`src/rtl/audio_pkg.sv`:
```
// ---------------------------------------------------------------------------
// audio_pkg
// Shared types and constants for the polyphonic note player.
//   voice_state_t : per-voice FSM state (IDLE / PLAY)
//   note_t        : layout of one note-table entry at the default widths,
//                   {period, duration}; the RTL slices flat vectors so that
//                   non-default PERSIZE/DURSIZE still work
//   DUR_SHIFT     : duration field counts units of 2**DUR_SHIFT ticks
// ---------------------------------------------------------------------------
package audio_pkg;

    typedef enum logic {
        IDLE,
        PLAY
    } voice_state_t;

    localparam int DUR_SHIFT   = 4;
    localparam int DEF_PERSIZE = 24;
    localparam int DEF_DURSIZE = 8;

    typedef struct packed {
        logic [DEF_PERSIZE-1:0] period;
        logic [DEF_DURSIZE-1:0] duration;
    } note_t;

endpackage

```
`src/rtl/audio_voice.sv`:
```
// ---------------------------------------------------------------------------
// audio_voice
// One square-wave voice: latches a {period, duration} entry on start and
// plays it until duration*16 ticks have elapsed.
// Ports:
//   clk, reset_b : clock and asynchronous active-low reset
//   i_tick       : one-cycle duration tick from the shared divider
//   i_start      : trigger; ignored when the offered entry has duration 0
//   i_note       : {period, duration} entry offered with i_start
//   o_busy       : voice is in PLAY
//   o_wave       : square-wave output level of this voice
// ---------------------------------------------------------------------------
module audio_voice
    import audio_pkg::*;
#(
    parameter int PERSIZE = 24,
    parameter int DURSIZE = 8
) (
    input  logic                       clk,
    input  logic                       reset_b,
    input  logic                       i_tick,
    input  logic                       i_start,
    input  logic [PERSIZE+DURSIZE-1:0] i_note,
    output logic                       o_busy,
    output logic                       o_wave
);

    localparam int DCW = DURSIZE + DUR_SHIFT;

    voice_state_t       r_state;
    logic [PERSIZE-1:0] r_period;
    logic [PERSIZE-1:0] r_pCount;
    logic [DURSIZE-1:0] r_duration;
    logic [DCW-1:0]     r_dCount;
    logic               r_wave;

    logic [PERSIZE-1:0] w_notePeriod;
    logic [DURSIZE-1:0] w_noteDuration;
    logic               w_accept;
    logic [DCW-1:0]     w_lastCount;

    assign w_notePeriod   = i_note[PERSIZE+DURSIZE-1:DURSIZE];
    assign w_noteDuration = i_note[DURSIZE-1:0];
    // A zero-length entry is a null note and must not disturb the voice.
    assign w_accept       = i_start && (w_noteDuration != '0);
    // Last tick index of the note; duration is never 0 while playing.
    assign w_lastCount    = (DCW'(r_duration) << DUR_SHIFT) - DCW'(1);

    // Voice FSM with its period and duration counters. A start always wins,
    // so a retrigger during PLAY restarts the note from scratch. Ending the
    // note wins over a same-cycle half-period toggle, leaving wave at 0.
    always_ff @(posedge clk or negedge reset_b) begin
        if (!reset_b) begin
            r_state    <= IDLE;
            r_period   <= '0;
            r_pCount   <= '0;
            r_duration <= '0;
            r_dCount   <= '0;
            r_wave     <= 1'b0;
        end else if (w_accept) begin
            r_state    <= PLAY;
            r_period   <= w_notePeriod;
            r_duration <= w_noteDuration;
            r_pCount   <= '0;
            r_dCount   <= '0;
            r_wave     <= 1'b0;
        end else if (r_state == PLAY) begin
            if (i_tick && (r_dCount == w_lastCount)) begin
                r_state  <= IDLE;
                r_pCount <= '0;
                r_dCount <= '0;
                r_wave   <= 1'b0;
            end else begin
                if (i_tick) begin
                    r_dCount <= r_dCount + DCW'(1);
                end
                // Period 0 is a rest: wave stays low, only duration runs.
                if (r_period != '0) begin
                    if (r_pCount == r_period) begin
                        r_pCount <= '0;
                        r_wave   <= ~r_wave;
                    end else begin
                        r_pCount <= r_pCount + PERSIZE'(1);
                    end
                end
            end
        end
    end

    assign o_busy = (r_state == PLAY);
    assign o_wave = r_wave;

endmodule

```
`src/rtl/audio_poly.sv`:
```
// ---------------------------------------------------------------------------
// audio_poly
// Polyphonic square-wave note player: NCHAN voices share a runtime-writable
// note table and a duration tick divider; their waves are mixed into a
// single bit by a first-order sigma-delta modulator.
// Ports:
//   clk, reset_b : clock and asynchronous active-low reset
//   trig         : per-voice one-cycle start pulse
//   note_idx     : per-voice table index, voice i uses slice i
//   tbl_we       : note table write enable
//   tbl_addr     : note table write address
//   tbl_data     : write data {period, duration}
//   busy         : per-voice PLAY indication
//   audio_out    : 1-bit sigma-delta audio stream
// ---------------------------------------------------------------------------
module audio_poly
    import audio_pkg::*;
#(
    parameter int NCHAN   = 2,
    parameter int NNOTES  = 16,
    parameter int PERSIZE = 24,
    parameter int DURSIZE = 8,
    parameter int TICKDIV = 25000
) (
    input  logic                            clk,
    input  logic                            reset_b,
    input  logic [NCHAN-1:0]                trig,
    input  logic [NCHAN*$clog2(NNOTES)-1:0] note_idx,
    input  logic                            tbl_we,
    input  logic [$clog2(NNOTES)-1:0]       tbl_addr,
    input  logic [PERSIZE+DURSIZE-1:0]      tbl_data,
    output logic [NCHAN-1:0]                busy,
    output logic                            audio_out
);

    localparam int IDXW  = $clog2(NNOTES);
    localparam int NOTEW = PERSIZE + DURSIZE;
    localparam int TICKW = (TICKDIV > 1) ? $clog2(TICKDIV) : 1;
    localparam int ACCW  = $clog2(2 * NCHAN + 1);

    logic [NOTEW-1:0] r_table [NNOTES];
    logic [TICKW-1:0] r_tickCount;
    logic [ACCW-1:0]  r_acc;
    logic             r_audio;

    logic             w_tick;
    logic [NOTEW-1:0] w_note [NCHAN];
    logic [NCHAN-1:0] w_wave;
    logic [ACCW-1:0]  w_level;
    logic [ACCW-1:0]  w_sum;

    // Note table: synchronous write, combinational read. Reads see the entry
    // before this cycle's write, so a same-cycle trigger gets the old note.
    // Reset deliberately leaves the contents alone.
    always_ff @(posedge clk) begin
        if (tbl_we) begin
            r_table[tbl_addr] <= tbl_data;
        end
    end

    // Free-running duration tick divider; not restarted by triggers.
    always_ff @(posedge clk or negedge reset_b) begin
        if (!reset_b) begin
            r_tickCount <= '0;
        end else if (w_tick) begin
            r_tickCount <= '0;
        end else begin
            r_tickCount <= r_tickCount + TICKW'(1);
        end
    end

    assign w_tick = (r_tickCount == TICKW'(TICKDIV - 1));

    for (genvar g = 0; g < NCHAN; g++) begin : gVoice
        assign w_note[g] = r_table[note_idx[g*IDXW +: IDXW]];

        audio_voice #(
            .PERSIZE (PERSIZE),
            .DURSIZE (DURSIZE)
        ) uVoice (
            .clk     (clk),
            .reset_b (reset_b),
            .i_tick  (w_tick),
            .i_start (trig[g]),
            .i_note  (w_note[g]),
            .o_busy  (busy[g]),
            .o_wave  (w_wave[g])
        );
    end

    // Mixer level: number of voices whose wave is currently high.
    always_comb begin
        w_level = '0;
        for (int i = 0; i < NCHAN; i++) begin
            w_level = w_level + ACCW'(w_wave[i]);
        end
    end

    // acc stays below NCHAN, so acc+level never exceeds 2*NCHAN-1.
    assign w_sum = r_acc + w_level;

    // First-order sigma-delta: emit a 1 whenever the accumulator crosses
    // NCHAN, giving a long-run density of level/NCHAN.
    always_ff @(posedge clk or negedge reset_b) begin
        if (!reset_b) begin
            r_acc   <= '0;
            r_audio <= 1'b0;
        end else if (w_sum >= ACCW'(NCHAN)) begin
            r_acc   <= w_sum - ACCW'(NCHAN);
            r_audio <= 1'b1;
        end else begin
            r_acc   <= w_sum;
            r_audio <= 1'b0;
        end
    end

    assign audio_out = r_audio;

endmodule

```
`config.mk`:
```
export PLATFORM = sky130hd
export DESIGN_NAME = audio_poly
export DESIGN_NICKNAME = d
export VERILOG_FILES = /design/src/rtl/audio_pkg.sv /design/src/rtl/audio_voice.sv /design/src/rtl/audio_poly.sv
export SDC_FILE = /design/constraint.sdc
export NUM_CORES = 1
export LEC_CHECK = 0
export CAP_MARGIN = 20
export CORE_MARGIN = 2
export CORE_UTILIZATION = 50
export DETAILED_ROUTE_END_ITERATION = 8
export PLACE_DENSITY = 0.63
export SYNTH_ARGS = -nofsm -noshare
export SYNTH_HDL_FRONTEND = slang
export SYNTH_SLANG_ARGS = --single-unit
```
`constraint.sdc`:
```
create_clock -name clk -period 3.8 [get_ports clk]
set_input_delay 0.76 -clock clk [delete_from_list [all_inputs] [get_ports clk]]
set_output_delay 0.76 -clock clk [all_outputs]
set_load 0.01 [all_outputs]
```
==> results of run 1 <==
[layout make-up]
cell class,instances,area share
Multi-Input combinational cell,1110,0.328
Clock buffer,103,0.0574
Sequential cell,671,0.538
Clock inverter,29,0.00591
Timing Repair Buffer,137,0.0396
Inverter,23,0.00240
Tap cell,846,0.0294
[cells in the mapped netlist (26+ instances only)]
cell | count | area share
sky130_fd_sc_hd__nand2_1 | 150 | 0.018
sky130_fd_sc_hd__mux4_2 | 289 | 0.21
sky130_fd_sc_hd__clkbuf_1 | 71 | 0.0085
sky130_fd_sc_hd__a21oi_1 | 46 | 0.0073
sky130_fd_sc_hd__nand3_1 | 44 | 0.0070
sky130_fd_sc_hd__xor2_1 | 41 | 0.011
sky130_fd_sc_hd__edfxtp_1 | 512 | 0.49
sky130_fd_sc_hd__o21ai_0 | 54 | 0.0086
sky130_fd_sc_hd__nor2_1 | 101 | 0.012
sky130_fd_sc_hd__xnor2_1 | 67 | 0.019
sky130_fd_sc_hd__dfrtp_1 | 159 | 0.13
sky130_fd_sc_hd__mux2_2 | 26 | 0.0093
sky130_fd_sc_hd__mux2i_1 | 38 | 0.012
[routing by layer]
metal  vias to the layer above  wire length (microns)  global-route usage
met1                      9786                  32900               0.361
met5                         -                     50                   0
met2                       770                  39100               0.412
li1                       7907                      -                   -
met3                       145                   6520              0.0510
met4                         8                   2030              0.0693
[worst max path at each step]
stage / from / endpoint / cells after the start
floorplan: tbl_addr[2] / r_table[8][0] / 2
global placement: note_idx[0] / gVoice[0].uVoice.r_pCount[20] / 11
detailed placement: note_idx[0] / gVoice[0].uVoice.r_pCount[20] / 11
CTS: gVoice[0].uVoice.r_duration[0] / gVoice[0].uVoice.r_pCount[9] / 9
global route: gVoice[0].uVoice.r_duration[0] / gVoice[0].uVoice.r_pCount[19] / 11
finish: gVoice[0].uVoice.r_duration[0] / gVoice[0].uVoice.r_pCount[9] / 9
[sequential cells by signal (all words and copies together), names as in the netlist]
name                      cells
r_table                     512
gVoice.uVoice.r_pCount       48
gVoice.uVoice.r_period       48
gVoice.uVoice.r_dCount       24
gVoice.uVoice.r_duration     16
r_tickCount                  15
r_acc                         3
gVoice.uVoice.o_busy          2
gVoice.uVoice.o_wave          2
audio_out                     1
[metrics by stage]
step                setup slack (ns)  cells  utilization
floorplan                      0.161   1910            -
global placement               0.157   2787        0.537
detailed placement            0.0930   2787        0.537
CTS                            0.290   2919        0.574
global route                   0.121   2919        0.574
finish                         0.282   2919        0.574
[cell usage in the layout, fill, tap and decap left out, types with 14 or more instances in the layout]
master	count
sky130_fd_sc_hd__edfxtp_1	512
sky130_fd_sc_hd__mux4_2	289
sky130_fd_sc_hd__dfrtp_1	159
sky130_fd_sc_hd__nand2_1	150
sky130_fd_sc_hd__nor2_1	89
sky130_fd_sc_hd__clkbuf_16	78
sky130_fd_sc_hd__xnor2_1	67
sky130_fd_sc_hd__buf_4	66
sky130_fd_sc_hd__o21ai_0	54
sky130_fd_sc_hd__a21oi_1	46
sky130_fd_sc_hd__nand3_1	44
sky130_fd_sc_hd__clkdlybuf4s50_1	44
sky130_fd_sc_hd__xor2_1	41
sky130_fd_sc_hd__mux2i_1	38
sky130_fd_sc_hd__mux2_2	26
sky130_fd_sc_hd__nor4_1	25
sky130_fd_sc_hd__clkbuf_1	23
sky130_fd_sc_hd__buf_12	22
sky130_fd_sc_hd__inv_1	21
sky130_fd_sc_hd__nor3_1	21
sky130_fd_sc_hd__nand4_1	20
sky130_fd_sc_hd__a221oi_1	20
sky130_fd_sc_hd__and3_1	16
sky130_fd_sc_hd__nor2b_1	15
sky130_fd_sc_hd__or3_1	14
[cells by family (layout without fill, tap and decap cells)]
family / Yosys count / count (layout) / synth area share
buf+inv: 129 / 292 / 0.0166
simple gates: 467 / 467 / 0.0727
compound gates: 172 / 172 / 0.0350
xor+xnor: 108 / 108 / 0.0300
mux: 353 / 353 / 0.228
flops: 671 / 671 / 0.614
fa+ha+maj: 10 / 10 / 0.00421
[where the power goes]
group | leakage, uW | switching, uW | internal, uW
registers | 0.00668 | 191 | 8160
clock network | 0.00112 | 2900 | 3890
logic | 0.00444 | 827 | 735
total | 0.0122 | 3920 | 12800
[critical path, delay by kind of cell (launching register included)]
family / cells / cell delay [ns]
simple gates: 4 / 1.96
flops: 1 / 0.43
buf+inv: 1 / 0.09
compound gates: 2 / 0.52
fa+ha+maj: 1 / 0.32
xor+xnor: 1 / 0.12
==> results summary, run 1 <==
The share of post-route cells with drive strength above 1 is 0.260. The largest single stage delay on the critical path is 0.63 ns. The chip height is 255 microns.

Data on the critical path is required at its endpoint by 4.34 ns. The number of I/O port buffers came out at 51. The worst voltage drop across the vdd grid came out at 356 uV. The average vias per placed instance is 6.38. By startpoint and endpoint, the worst setup path is classified as flop to flop. Clock-pin slew was measured on the worst setup and hold paths at 0.06 ns. In this run the tightest slew margin relative to its limit is 0.264. The number of pins with negative max-slew slack in the final report came out at 0. Hold is met by 0.141 ns. The slack of the worst reg-to-reg path came out at 0.28 ns. At the pin with the least slew margin, the transition time is 1.10 ns.

The final layout contains 2075 nets. The sequential-to-total area share from yosys stat is 0.614. The run finished with clean final reports.

The area growth from synthesis to layout came out at 14.2%. The post-detailed-routing wire length came out at 80.7 mm. The source-to-sink clock delay at the later pin of the worst-skew pair is 0.62 ns. The path class of the lowest-slack min-delay path is input port to asynchronous set/reset pin. Setup repair after global routing left no endpoint under its margin. The highest-delay cell along the critical path is sky130_fd_sc_hd__or4_1. The area taken by flip-flops and latches is 19400 sq um.

The first-pass GRT wire length came out at 121 mm. The die span in x came out at 255 microns. The die covers 65100 sq um. The maximum number of buffers from clock root to sink came out at 3. The total via count in the routed design is 18616. The number of core rows is 92. The global placer's final weighted congestion is 0.850. The half-perimeter wire length after placement is 47.3 mm. The total iterations of the first detailed-routing run came out at 5.

After synthesis the cells add up to 31500 sq um. The leakage power is 0.0122 uW. In this run the critical register-to-register path is launched from gVoice[0].uVoice.r_duration[0]. In this design, the critical path's most frequently occurring cell is sky130_fd_sc_hd__or4_1. Hold repair after CTS inserted 0 buffers. The cell sitting at the root of the clock tree is a sky130_fd_sc_hd__clkbuf_16.

Synthesis produced a netlist whose cell count is 1910. The number of violations of the max-capacitance limit came out at 0. The count of cell types in the netlist came out at 66.

The category of the worst setup path capture point is a flop. The leftover overflow at the end of global routing came out at 0. The initial core utilization came out at 0.503. The achievable clock frequency is 284 MHz. Subtracting the final worst setup slack from the clock period gives 3.52 ns. The placed instances occupy a cell area of 33700 sq um. The fill cell total of the finished layout is 4744.

The arrival time at the worst endpoint came out at 4.06 ns. The count of endpoints failing hold in the final timing report is 0. The number of cells traversed by the worst register-to-register path is 9. The synthesis warning total came out at 0. The signal on the critical path passes through inv_1 > ha_1 > xnor2_1 > or3_1 > or4_1 > o31a_1 > or2_1 > or4_1 > a21oi_1. The core outline area is 62700 sq um.

The worst-case clock skew came out at 0.0267 ns. The number of clock buffers inserted by TritonCTS is 73. The area of the multi-input gates is 11800 sq um. The number of antenna violations at the first check in global routing came to 4. In the synthesized netlist the dominant register cell turns out to be sky130_fd_sc_hd__edfxtp_1.

The mean routed wirelength per cell came out at 27.6 microns. The share of the clock period used by the worst path came out at 0.926. Summing internal, switching and leakage power gives 16700 uW. The final antenna-violating net count is 0.

The number of antenna cells inserted came out at 0. In the synthesized netlist the async set-or-reset flop fraction comes to 0.237. The number of setup buffers added after CTS is 0.

The flop and latch count out of synthesis is 671. Setup violations remaining at the end of the flow were counted as 0. The I/O pin count came out at 52. The DRC violation count after routing is 0.

The post-CTS resize count came out at 0. The total number of H-tree levels is 3. The ratio of total power to cell area came out at 464 nW/um^2. The average footprint of a synthesized cell came out at 16.5 sq um. The via count of the first global-routing pass is 18909.

The number of nets in the synthesized netlist came out at 1969. The clock sink total came out at 671. Once layout is done, the placed cells without fillers occupy 36000 sq um. The number of DRC markers after the initial detailed-route iteration is 2019. The maximum number of pins on one net before global-route repair came out at 89. The category of the worst setup path launch point is a flop.

In this run the critical register-to-register path is captured at gVoice[0].uVoice.r_pCount[9]. Counting flops with a built-in enable in the synthesized netlist gives 512. The CTS tree is yes. Along the worst path, the maximum fanout reaches 13. The global-route usage over all layers came out at 0.256.

Summed over all failing endpoints, the final setup total negative slack is 0 ns.
(Power assumes the default switching activity.)
==> inputs of run 2 (changes only) <==
--- a/config.mk
+++ b/config.mk
@@ -5,7 +5,7 @@
 export SDC_FILE = /design/constraint.sdc
 export NUM_CORES = 1
 export LEC_CHECK = 0
-export CAP_MARGIN = 20
+export CAP_MARGIN = 0
 export CORE_MARGIN = 2
 export CORE_UTILIZATION = 50
 export DETAILED_ROUTE_END_ITERATION = 8
==> results of run 2 <==
The final DEF is identical to that of run 1; final timing and power are the same.
==> inputs of run 3 (changes only) <==
--- a/config.mk
+++ b/config.mk
@@ -13,3 +13,4 @@
 export SYNTH_ARGS = -nofsm -noshare
 export SYNTH_HDL_FRONTEND = slang
 export SYNTH_SLANG_ARGS = --single-unit
+export TNS_END_PERCENT = 10
==> results of run 3 <==
The final DEF is identical to that of run 1; final timing and power are the same.
